==> config.mk <==
export PLATFORM = sky130hd
export DESIGN_NAME = la_cmd_rx_flat
export DESIGN_NICKNAME = d
export VERILOG_FILES = /design/src/rtl/la_cmd_pkg.sv /design/src/rtl/la_cmd_rx_if.sv /design/src/rtl/la_cmd_frame_asm.sv /design/src/rtl/la_cmd_rx.sv /design/src/flat_wrapper.sv
export SDC_FILE = /design/constraint.sdc
export NUM_CORES = 1
export LEC_CHECK = 0
export CAP_MARGIN = 20
export CORE_MARGIN = 5
export CORE_UTILIZATION = 36
export CTS_CLUSTER_SIZE = 40
export DETAILED_ROUTE_END_ITERATION = 10
export SLEW_MARGIN = 10
export SYNTH_ARGS = -nofsm -noshare
export SYNTH_HDL_FRONTEND = slang
export SYNTH_HIERARCHICAL = 1
export SYNTH_SLANG_ARGS = --single-unit
==> constraint.sdc <==
create_clock -name rgmii_clk -period 1.85 [get_ports rgmii_clk]
set_input_delay 0.37 -clock rgmii_clk [delete_from_list [all_inputs] [get_ports rgmii_clk]]
set_output_delay 0.37 -clock rgmii_clk [all_outputs]
set_load 0.005 [all_outputs]
==> src/rtl/la_cmd_pkg.sv <==
// ============================================================================
// Module   : la_cmd_pkg
// Brief    : Shared constants, opcodes, error codes and FSM states for la_cmd_rx.
//            FRAME_LEN depends on LA_CMD_CHECKSUM_EN.
// Revision : 1.0 - initial release
// ============================================================================
`default_nettype none

package la_cmd_pkg;

`ifdef LA_CMD_CHECKSUM_EN
    localparam int FRAME_LEN = 9;
`else
    localparam int FRAME_LEN = 8;
`endif

    // Counter must reach FRAME_LEN+1 so that over-length frames stay distinguishable
    localparam int CNT_W = 4;

    localparam logic [7:0] C_SYNC_BYTE = 8'hA5;

    localparam logic [7:0] C_OP_CONFIG = 8'h01;
    localparam logic [7:0] C_OP_RUN    = 8'h02;
    localparam logic [7:0] C_OP_STOP   = 8'h03;

    localparam logic [2:0] C_ERR_NONE  = 3'd0;
    localparam logic [2:0] C_ERR_LEN   = 3'd1;
    localparam logic [2:0] C_ERR_SYNC  = 3'd2;
    localparam logic [2:0] C_ERR_CSUM  = 3'd3;
    localparam logic [2:0] C_ERR_OPC   = 3'd4;
    localparam logic [2:0] C_ERR_BUSY  = 3'd5;
    localparam logic [2:0] C_ERR_RANGE = 3'd6;

    typedef enum logic [1:0] {
        ST_IDLE  = 2'd0,
        ST_RECV  = 2'd1,
        ST_CHECK = 2'd2
    } state_t;

endpackage

`default_nettype wire

==> src/rtl/la_cmd_rx_if.sv <==
// ============================================================================
// Module   : la_cmd_rx_if
// Brief    : Received-UDP-payload byte stream from the UDP stack.
// Revision : 1.0 - initial release
// ============================================================================
`default_nettype none

interface la_cmd_rx_if #(
    parameter int LEN_W = 16
);
    logic             udp_rec_data_valid;
    logic [7:0]       udp_rec_rdata;
    logic [LEN_W-1:0] udp_rec_data_length;

    modport master (
        output udp_rec_data_valid,
        output udp_rec_rdata,
        output udp_rec_data_length
    );

    modport slave (
        input  udp_rec_data_valid,
        input  udp_rec_rdata,
        input  udp_rec_data_length
    );
endinterface

`default_nettype wire

==> src/rtl/la_cmd_frame_asm.sv <==
// ============================================================================
// Module   : la_cmd_frame_asm
// Brief    : Byte counter, frame buffer, running XOR and frame-end detect.
//            Checksum accumulator exists only with LA_CMD_CHECKSUM_EN.
// Revision : 1.0 - initial release
// ============================================================================
`default_nettype none

module la_cmd_frame_asm
    import la_cmd_pkg::*;
#(
    parameter int LEN_W = 16
) (
    input  wire              clk,
    input  wire              rst,
    input  wire              valid,
    input  wire              start,
    input  wire [7:0]        data,
    input  wire [LEN_W-1:0]  length,
    output logic [CNT_W-1:0] cnt,
    output logic [7:0]       frame [FRAME_LEN],
    output logic [LEN_W-1:0] frame_len,
    output logic             csum_ok,
    output logic             frame_end
);

    logic [CNT_W-1:0] r_cnt;
    logic             r_prev_valid;
    logic [LEN_W-1:0] r_len;
    logic [7:0]       r_frame [FRAME_LEN];
    logic             w_wr_en;
    logic [CNT_W-1:0] w_wr_idx;

    assign w_wr_idx = start ? '0 : r_cnt;
    assign w_wr_en  = valid & (start | (r_cnt < CNT_W'(FRAME_LEN)));

    always_ff @(posedge clk) begin
        if (rst) begin
            r_cnt        <= '0;
            r_prev_valid <= 1'b0;
            r_len        <= '0;
        end else begin
            r_prev_valid <= valid;
            if (valid) begin
                r_len <= length;
                if (start) begin
                    r_cnt <= CNT_W'(1);
                end else if (r_cnt <= CNT_W'(FRAME_LEN)) begin
                    r_cnt <= r_cnt + CNT_W'(1);
                end
            end
        end
    end

    for (genvar i = 0; i < FRAME_LEN; i++) begin : g_byte
        always_ff @(posedge clk) begin
            if (rst) begin
                r_frame[i] <= '0;
            end else if (w_wr_en && (w_wr_idx == CNT_W'(i))) begin
                r_frame[i] <= data;
            end
        end
    end

`ifdef LA_CMD_CHECKSUM_EN
    // XOR over all stored bytes including B8 is zero for an intact frame
    logic [7:0] r_xor;

    always_ff @(posedge clk) begin
        if (rst) begin
            r_xor <= '0;
        end else if (w_wr_en) begin
            r_xor <= start ? data : (r_xor ^ data);
        end
    end

    assign csum_ok = (r_xor == 8'h00);
`else
    assign csum_ok = 1'b1;
`endif

    assign cnt       = r_cnt;
    assign frame     = r_frame;
    assign frame_len = r_len;
    assign frame_end = r_prev_valid & ~valid;

endmodule

`default_nettype wire

==> src/rtl/la_cmd_rx.sv <==
// ============================================================================
// Module   : la_cmd_rx
// Brief    : UDP command receiver: decodes, validates and applies host commands
//            to the analyser configuration/run control. Build option LA_CMD_CHECKSUM_EN.
// Revision : 1.0 - initial release
// ============================================================================
`default_nettype none

module la_cmd_rx
    import la_cmd_pkg::*;
#(
    parameter int INPUT_WIDTH = 6,
    parameter int LEN_W       = 16
) (
    input  wire          rgmii_clk,
    input  wire          rst,
    la_cmd_rx_if.slave   udp,
    input  wire          ethernet_read_done,
    output logic [3:0]   sample_clk_cfg,
    output logic [31:0]  sample_num,
    output logic [1:0]   triger_type,
    output logic [2:0]   trigger_channel,
    output logic         sample_run,
    output logic         start_posedge,
    output logic         cmd_ok,
    output logic         cmd_err,
    output logic [2:0]   err_code
);

    localparam logic [31:0] C_INPUT_WIDTH = INPUT_WIDTH;

    state_t           r_state;
    state_t           w_state_nxt;
    logic             w_frame_start;
    logic [CNT_W-1:0] w_cnt;
    logic [7:0]       w_frame [FRAME_LEN];
    logic [LEN_W-1:0] w_len;
    logic             w_csum_ok;
    logic             w_frame_end;

    logic [7:0]       w_opcode;
    logic [31:0]      w_num;
    logic [2:0]       w_trig_ch;
    logic             w_run_live;
    logic [2:0]       w_err_sel;

    logic [3:0]       w_clk_nxt;
    logic [31:0]      w_num_nxt;
    logic [1:0]       w_type_nxt;
    logic [2:0]       w_ch_nxt;
    logic             w_run_nxt;
    logic             w_start_nxt;
    logic             w_ok_nxt;
    logic             w_err_nxt;
    logic [2:0]       w_code_nxt;

    // A byte seen outside RECV always opens a new frame, including in CHECK
    assign w_frame_start = udp.udp_rec_data_valid & (r_state != ST_RECV);

    la_cmd_frame_asm #(
        .LEN_W (LEN_W)
    ) u_frame_asm (
        .clk       (rgmii_clk),
        .rst       (rst),
        .valid     (udp.udp_rec_data_valid),
        .start     (w_frame_start),
        .data      (udp.udp_rec_rdata),
        .length    (udp.udp_rec_data_length),
        .cnt       (w_cnt),
        .frame     (w_frame),
        .frame_len (w_len),
        .csum_ok   (w_csum_ok),
        .frame_end (w_frame_end)
    );

    assign w_opcode   = w_frame[1];
    assign w_num      = {w_frame[4], w_frame[5], w_frame[6], w_frame[7]};
    assign w_trig_ch  = w_frame[3][2:0];
    // Upload completion wins over a coincident command, so RUN is never BUSY then
    assign w_run_live = sample_run & ~ethernet_read_done;

    always_ff @(posedge rgmii_clk) begin
        if (rst) begin
            r_state <= ST_IDLE;
        end else begin
            r_state <= w_state_nxt;
        end
    end

    always_comb begin
        w_state_nxt = r_state;
        w_clk_nxt   = sample_clk_cfg;
        w_num_nxt   = sample_num;
        w_type_nxt  = triger_type;
        w_ch_nxt    = trigger_channel;
        w_run_nxt   = w_run_live;
        w_start_nxt = 1'b0;
        w_ok_nxt    = 1'b0;
        w_err_nxt   = 1'b0;
        w_code_nxt  = err_code;
        w_err_sel   = C_ERR_NONE;

        if ((w_cnt != CNT_W'(FRAME_LEN)) || (w_len != LEN_W'(FRAME_LEN))) begin
            w_err_sel = C_ERR_LEN;
        end else if (w_frame[0] != C_SYNC_BYTE) begin
            w_err_sel = C_ERR_SYNC;
        end else if (!w_csum_ok) begin
            w_err_sel = C_ERR_CSUM;
        end else if ((w_opcode != C_OP_CONFIG) && (w_opcode != C_OP_RUN) &&
                     (w_opcode != C_OP_STOP)) begin
            w_err_sel = C_ERR_OPC;
        end else if ((w_opcode != C_OP_STOP) && w_run_live) begin
            w_err_sel = C_ERR_BUSY;
        end else if ((w_opcode == C_OP_CONFIG) &&
                     ((w_num == 32'd0) || ({29'd0, w_trig_ch} >= C_INPUT_WIDTH))) begin
            w_err_sel = C_ERR_RANGE;
        end

        unique case (r_state)
            ST_IDLE: begin
                if (udp.udp_rec_data_valid) begin
                    w_state_nxt = ST_RECV;
                end
            end
            ST_RECV: begin
                if (w_frame_end) begin
                    w_state_nxt = ST_CHECK;
                end
            end
            ST_CHECK: begin
                w_state_nxt = udp.udp_rec_data_valid ? ST_RECV : ST_IDLE;
                w_code_nxt  = w_err_sel;
                if (w_err_sel != C_ERR_NONE) begin
                    w_err_nxt = 1'b1;
                end else begin
                    w_ok_nxt = 1'b1;
                    if (w_opcode == C_OP_CONFIG) begin
                        w_clk_nxt  = w_frame[2][7:4];
                        w_type_nxt = w_frame[2][3:2];
                        w_ch_nxt   = w_trig_ch;
                        w_num_nxt  = w_num;
                    end else if (w_opcode == C_OP_RUN) begin
                        w_run_nxt   = 1'b1;
                        w_start_nxt = 1'b1;
                    end else begin
                        w_run_nxt = 1'b0;
                    end
                end
            end
            default: begin
                w_state_nxt = ST_IDLE;
            end
        endcase
    end

    always_ff @(posedge rgmii_clk) begin
        if (rst) begin
            sample_clk_cfg  <= '0;
            sample_num      <= '0;
            triger_type     <= '0;
            trigger_channel <= '0;
            sample_run      <= 1'b0;
            start_posedge   <= 1'b0;
            cmd_ok          <= 1'b0;
            cmd_err         <= 1'b0;
            err_code        <= '0;
        end else begin
            sample_clk_cfg  <= w_clk_nxt;
            sample_num      <= w_num_nxt;
            triger_type     <= w_type_nxt;
            trigger_channel <= w_ch_nxt;
            sample_run      <= w_run_nxt;
            start_posedge   <= w_start_nxt;
            cmd_ok          <= w_ok_nxt;
            cmd_err         <= w_err_nxt;
            err_code        <= w_code_nxt;
        end
    end

endmodule

`default_nettype wire
==> src/flat_wrapper.sv <==
// flat-port wrapper written by rule: the top's interface ports become plain ports
module la_cmd_rx_flat import la_cmd_pkg::*;
#(
    parameter int INPUT_WIDTH = 6,
    parameter int LEN_W       = 16
)
  (rgmii_clk, rst, ethernet_read_done, sample_clk_cfg, sample_num, triger_type, trigger_channel, sample_run, start_posedge, cmd_ok, cmd_err, err_code, udp_udp_rec_data_valid, udp_udp_rec_rdata, udp_udp_rec_data_length);
  la_cmd_rx_if #(.LEN_W(LEN_W)) udp_i ();
  input  wire rgmii_clk;
  input  wire rst;
  input  wire ethernet_read_done;
  output logic [3:0] sample_clk_cfg;
  output logic [31:0] sample_num;
  output logic [1:0] triger_type;
  output logic [2:0] trigger_channel;
  output logic sample_run;
  output logic start_posedge;
  output logic cmd_ok;
  output logic cmd_err;
  output logic [2:0] err_code;
  input wire logic [$bits(udp_i.udp_rec_data_valid)-1:0] udp_udp_rec_data_valid;
  input wire logic [$bits(udp_i.udp_rec_rdata)-1:0] udp_udp_rec_rdata;
  input wire logic [$bits(udp_i.udp_rec_data_length)-1:0] udp_udp_rec_data_length;
  assign udp_i.udp_rec_data_valid = udp_udp_rec_data_valid;
  assign udp_i.udp_rec_rdata = udp_udp_rec_rdata;
  assign udp_i.udp_rec_data_length = udp_udp_rec_data_length;
  la_cmd_rx #(.INPUT_WIDTH(INPUT_WIDTH), .LEN_W(LEN_W)) u_core (.rgmii_clk(rgmii_clk), .rst(rst), .udp(udp_i), .ethernet_read_done(ethernet_read_done), .sample_clk_cfg(sample_clk_cfg), .sample_num(sample_num), .triger_type(triger_type), .trigger_channel(trigger_channel), .sample_run(sample_run), .start_posedge(start_posedge), .cmd_ok(cmd_ok), .cmd_err(cmd_err), .err_code(err_code));
endmodule
==> flow_summary.yaml <==
outcome:
  status: "finished with violations"
  violations: "setup timing"
finish:
  fillCellCount: 1446
  fin_nets: 745
  n_antenna_cell: 0
  syn2layout_area_growth_pct: 38.9
  drive_above_1_share_pct: 22.6
routing:
  detail-route-antenna-nets: 0
  num_vias: 4845
  avgViaCountPerCell: 5.14
  drt_first_pass_iters: 5
  drc: 0
  wl_mm: 15.5
  drt-initial-drc-count: 238
  wl_per_cell_um: 16.4
worst_hold_path:
  whs_path_depth: 2
  hold_class: "input port to flip-flop"
setup_path:
  cp_num_buf_inv: 2
  end_kind: "flip-flop"
  cpMaxStageDelayCell: "or4_4"
  critPathMaxStageDelay_ns: 0.54
  critPathArrivalTime_ns: 2.61
  critPathTopFamily: "simple AND/OR/NAND/NOR gates"
  crit_required_ns: 2.21
  r2r_cells: 8
  worstSetupPathType: "flip-flop to flip-flop"
  crit_chain: "nor4bb_4, buf_4, nand3_2, or4_4, a21oi_4, buf_12, nand4_1, a21oi_2"
  cp.depth: 8
  startpoint_type: "flip-flop"
  crit_fanout: 19
timing:
  final_hold_viol_count: 0
  setup_slack_ns: -0.407
  fmax_mhz: 443
  fin_crit_ns: 2.26
  slew_violations: 0
  finalCritPeriodShare_pct: 122
  maxSlewHeadroom_pct: 64.4
  setup_violations: 45
  tightest_slew_ns: 0.534
  fin_skew_ns: 0.00770
  rsz0062_at_grt: "true"
power_and_ir_drop:
  ir_worst_vdd_uv: 620
  leakage_nw: 3.08
  finalPower_mw: 6.32
  power-per-cell-area_nw_per_um2: 793
clocking:
  path_clk_slew_ns: 0.05
  worstSkewPairLatency_ns: 0.42
  ctsHoldBuffers: 0
  htreeDepth: 4
  clockRootBuffer: "clkbuf_16"
  cts_buffer_depth: 2
  cts_tree: "built"
  numCtsBuffers: 17
  cts.sinks: 128
yosys:
  syn_inst: 590
  ys_warn_count: 6
  synth_area_um2: 5740
  syn_area_per_cell_um2: 9.72
  synthesis.nets: 620
global_route:
  antenna_found_initial: 0
  grt_pass1_wl_mm: 25.0
  grtUsageTotal_pct: 17.3
  overflow: 0
  grt_max_degree: 59
  grt_pass1_vias: 4877
placed_design:
  port_buffers: 75
  place_congestion: 0.792
  dp_hpwl_mm: 10.6
  dpl_worst_slack_ns: -0.524
floorplan:
  io_pins: 76
  core_area_um2: 15800
  die_area_um2: 18600
  die_h_um: 136
  rows: 46
  start_util_pct: 36.4
  die_w_um: 136
flow_run:
  cap_violations: 0
placed cells by master, fill, tap and decap left out, types with 6 or more instances in the layout:
cell	count
nor4_2	6
nor2_1	24
clkdlybuf4s50_1	73
buf_4	77
a21oi_1	34
nand4b_1	9
nand3_1	11
nor2b_1	7
clkbuf_16	17
nor3b_1	8
nand2b_1	70
a31oi_1	8
clkbuf_1	7
dfxtp_1	125
mux2i_1	72
o31ai_1	37
nand4_1	41
per-stage QoR:
stage | hold WS [ns] | setup TNS, ns | instance area [um^2] | util [%] | instances
final | 0.417 | -13.76 | 7970 | 50.5 | 943
after global routing | 0.433 | -18.46 | 7970 | 50.5 | 943
after detailed placement | 0.465 | -19.90 | 7190 | 45.6 | 910
after CTS | 0.395 | -13.75 | 7880 | 49.9 | 945
after global placement | 0.455 | -16.27 | 7190 | 45.6 | 910
after floorplan | 0.444 | -0.980 | 5760 | - | 590
cell type report:
class                   count  area (um^2)  area share (%)
clock buffers              25          465            5.84
clock inverters             6         60.1           0.754
inverters                   4         15.0           0.188
multi-input cells         404         3130            39.3
flip-flops and latches    128         2570            32.2
well taps                 216          270            3.39
repair buffers            160         1460            18.3
path summary, 6_finish.rpt:
kind                                     start                                to  slack [ns]
hold / removal                             rst  u_core/u_frame_asm/frame_len[11]        0.42
setup / recovery  u_core/u_frame_asm/frame[59]         u_core/trigger_channel[2]       -0.41
hold reg to reg          u_core/sample_num[18]             u_core/sample_num[18]        0.47
setup reg to reg  u_core/u_frame_asm/frame[59]         u_core/trigger_channel[2]       -0.41
timing repair:
item,4_1_cts,5_1_grt
resized for setup,20,27
setup endpoints to repair,47,48
pin swaps,7,14
buffers inserted,3,1
gates cloned,1,0
power breakdown:
part	leakage [nW]	switching, mW	total (mW)	internal, mW
registers	1.04	0.0379	2.85	2.82
logic	1.79	0.223	0.452	0.228
clock network	0.251	1.15	3.02	1.86
flip-flops by register name, summed over array words and instances (netlist names):
| signal | cells |
|---|---|
| u_core/sample_run | 1 |
| u_core/cmd_err | 1 |
| u_core/u_frame_asm/frame_len | 16 |
| u_core/u_frame_asm/r_prev_valid | 1 |
| u_core/sample_num | 32 |
| u_core/sample_clk_cfg | 4 |
| u_core/start_posedge | 1 |
| u_core/err_code | 3 |
| u_core/triger_type | 2 |
| u_core/u_frame_asm/cnt | 4 |
| u_core/trigger_channel | 3 |
| u_core/u_frame_asm/frame | 57 |
| u_core/r_state | 2 |
| u_core/cmd_ok | 1 |
layer usage:
layer / vias up / global-route usage (%) / wire [um]
li1: 2427 / - / -
met1: 2324 / 21.1 / 6900
met2: 76 / 29.2 / 7790
met3: 18 / 4.81 / 569
met4: 0 / 6.27 / 244
met5: - / 0 / 0
Note: power is estimated with default switching activity, not from simulation.
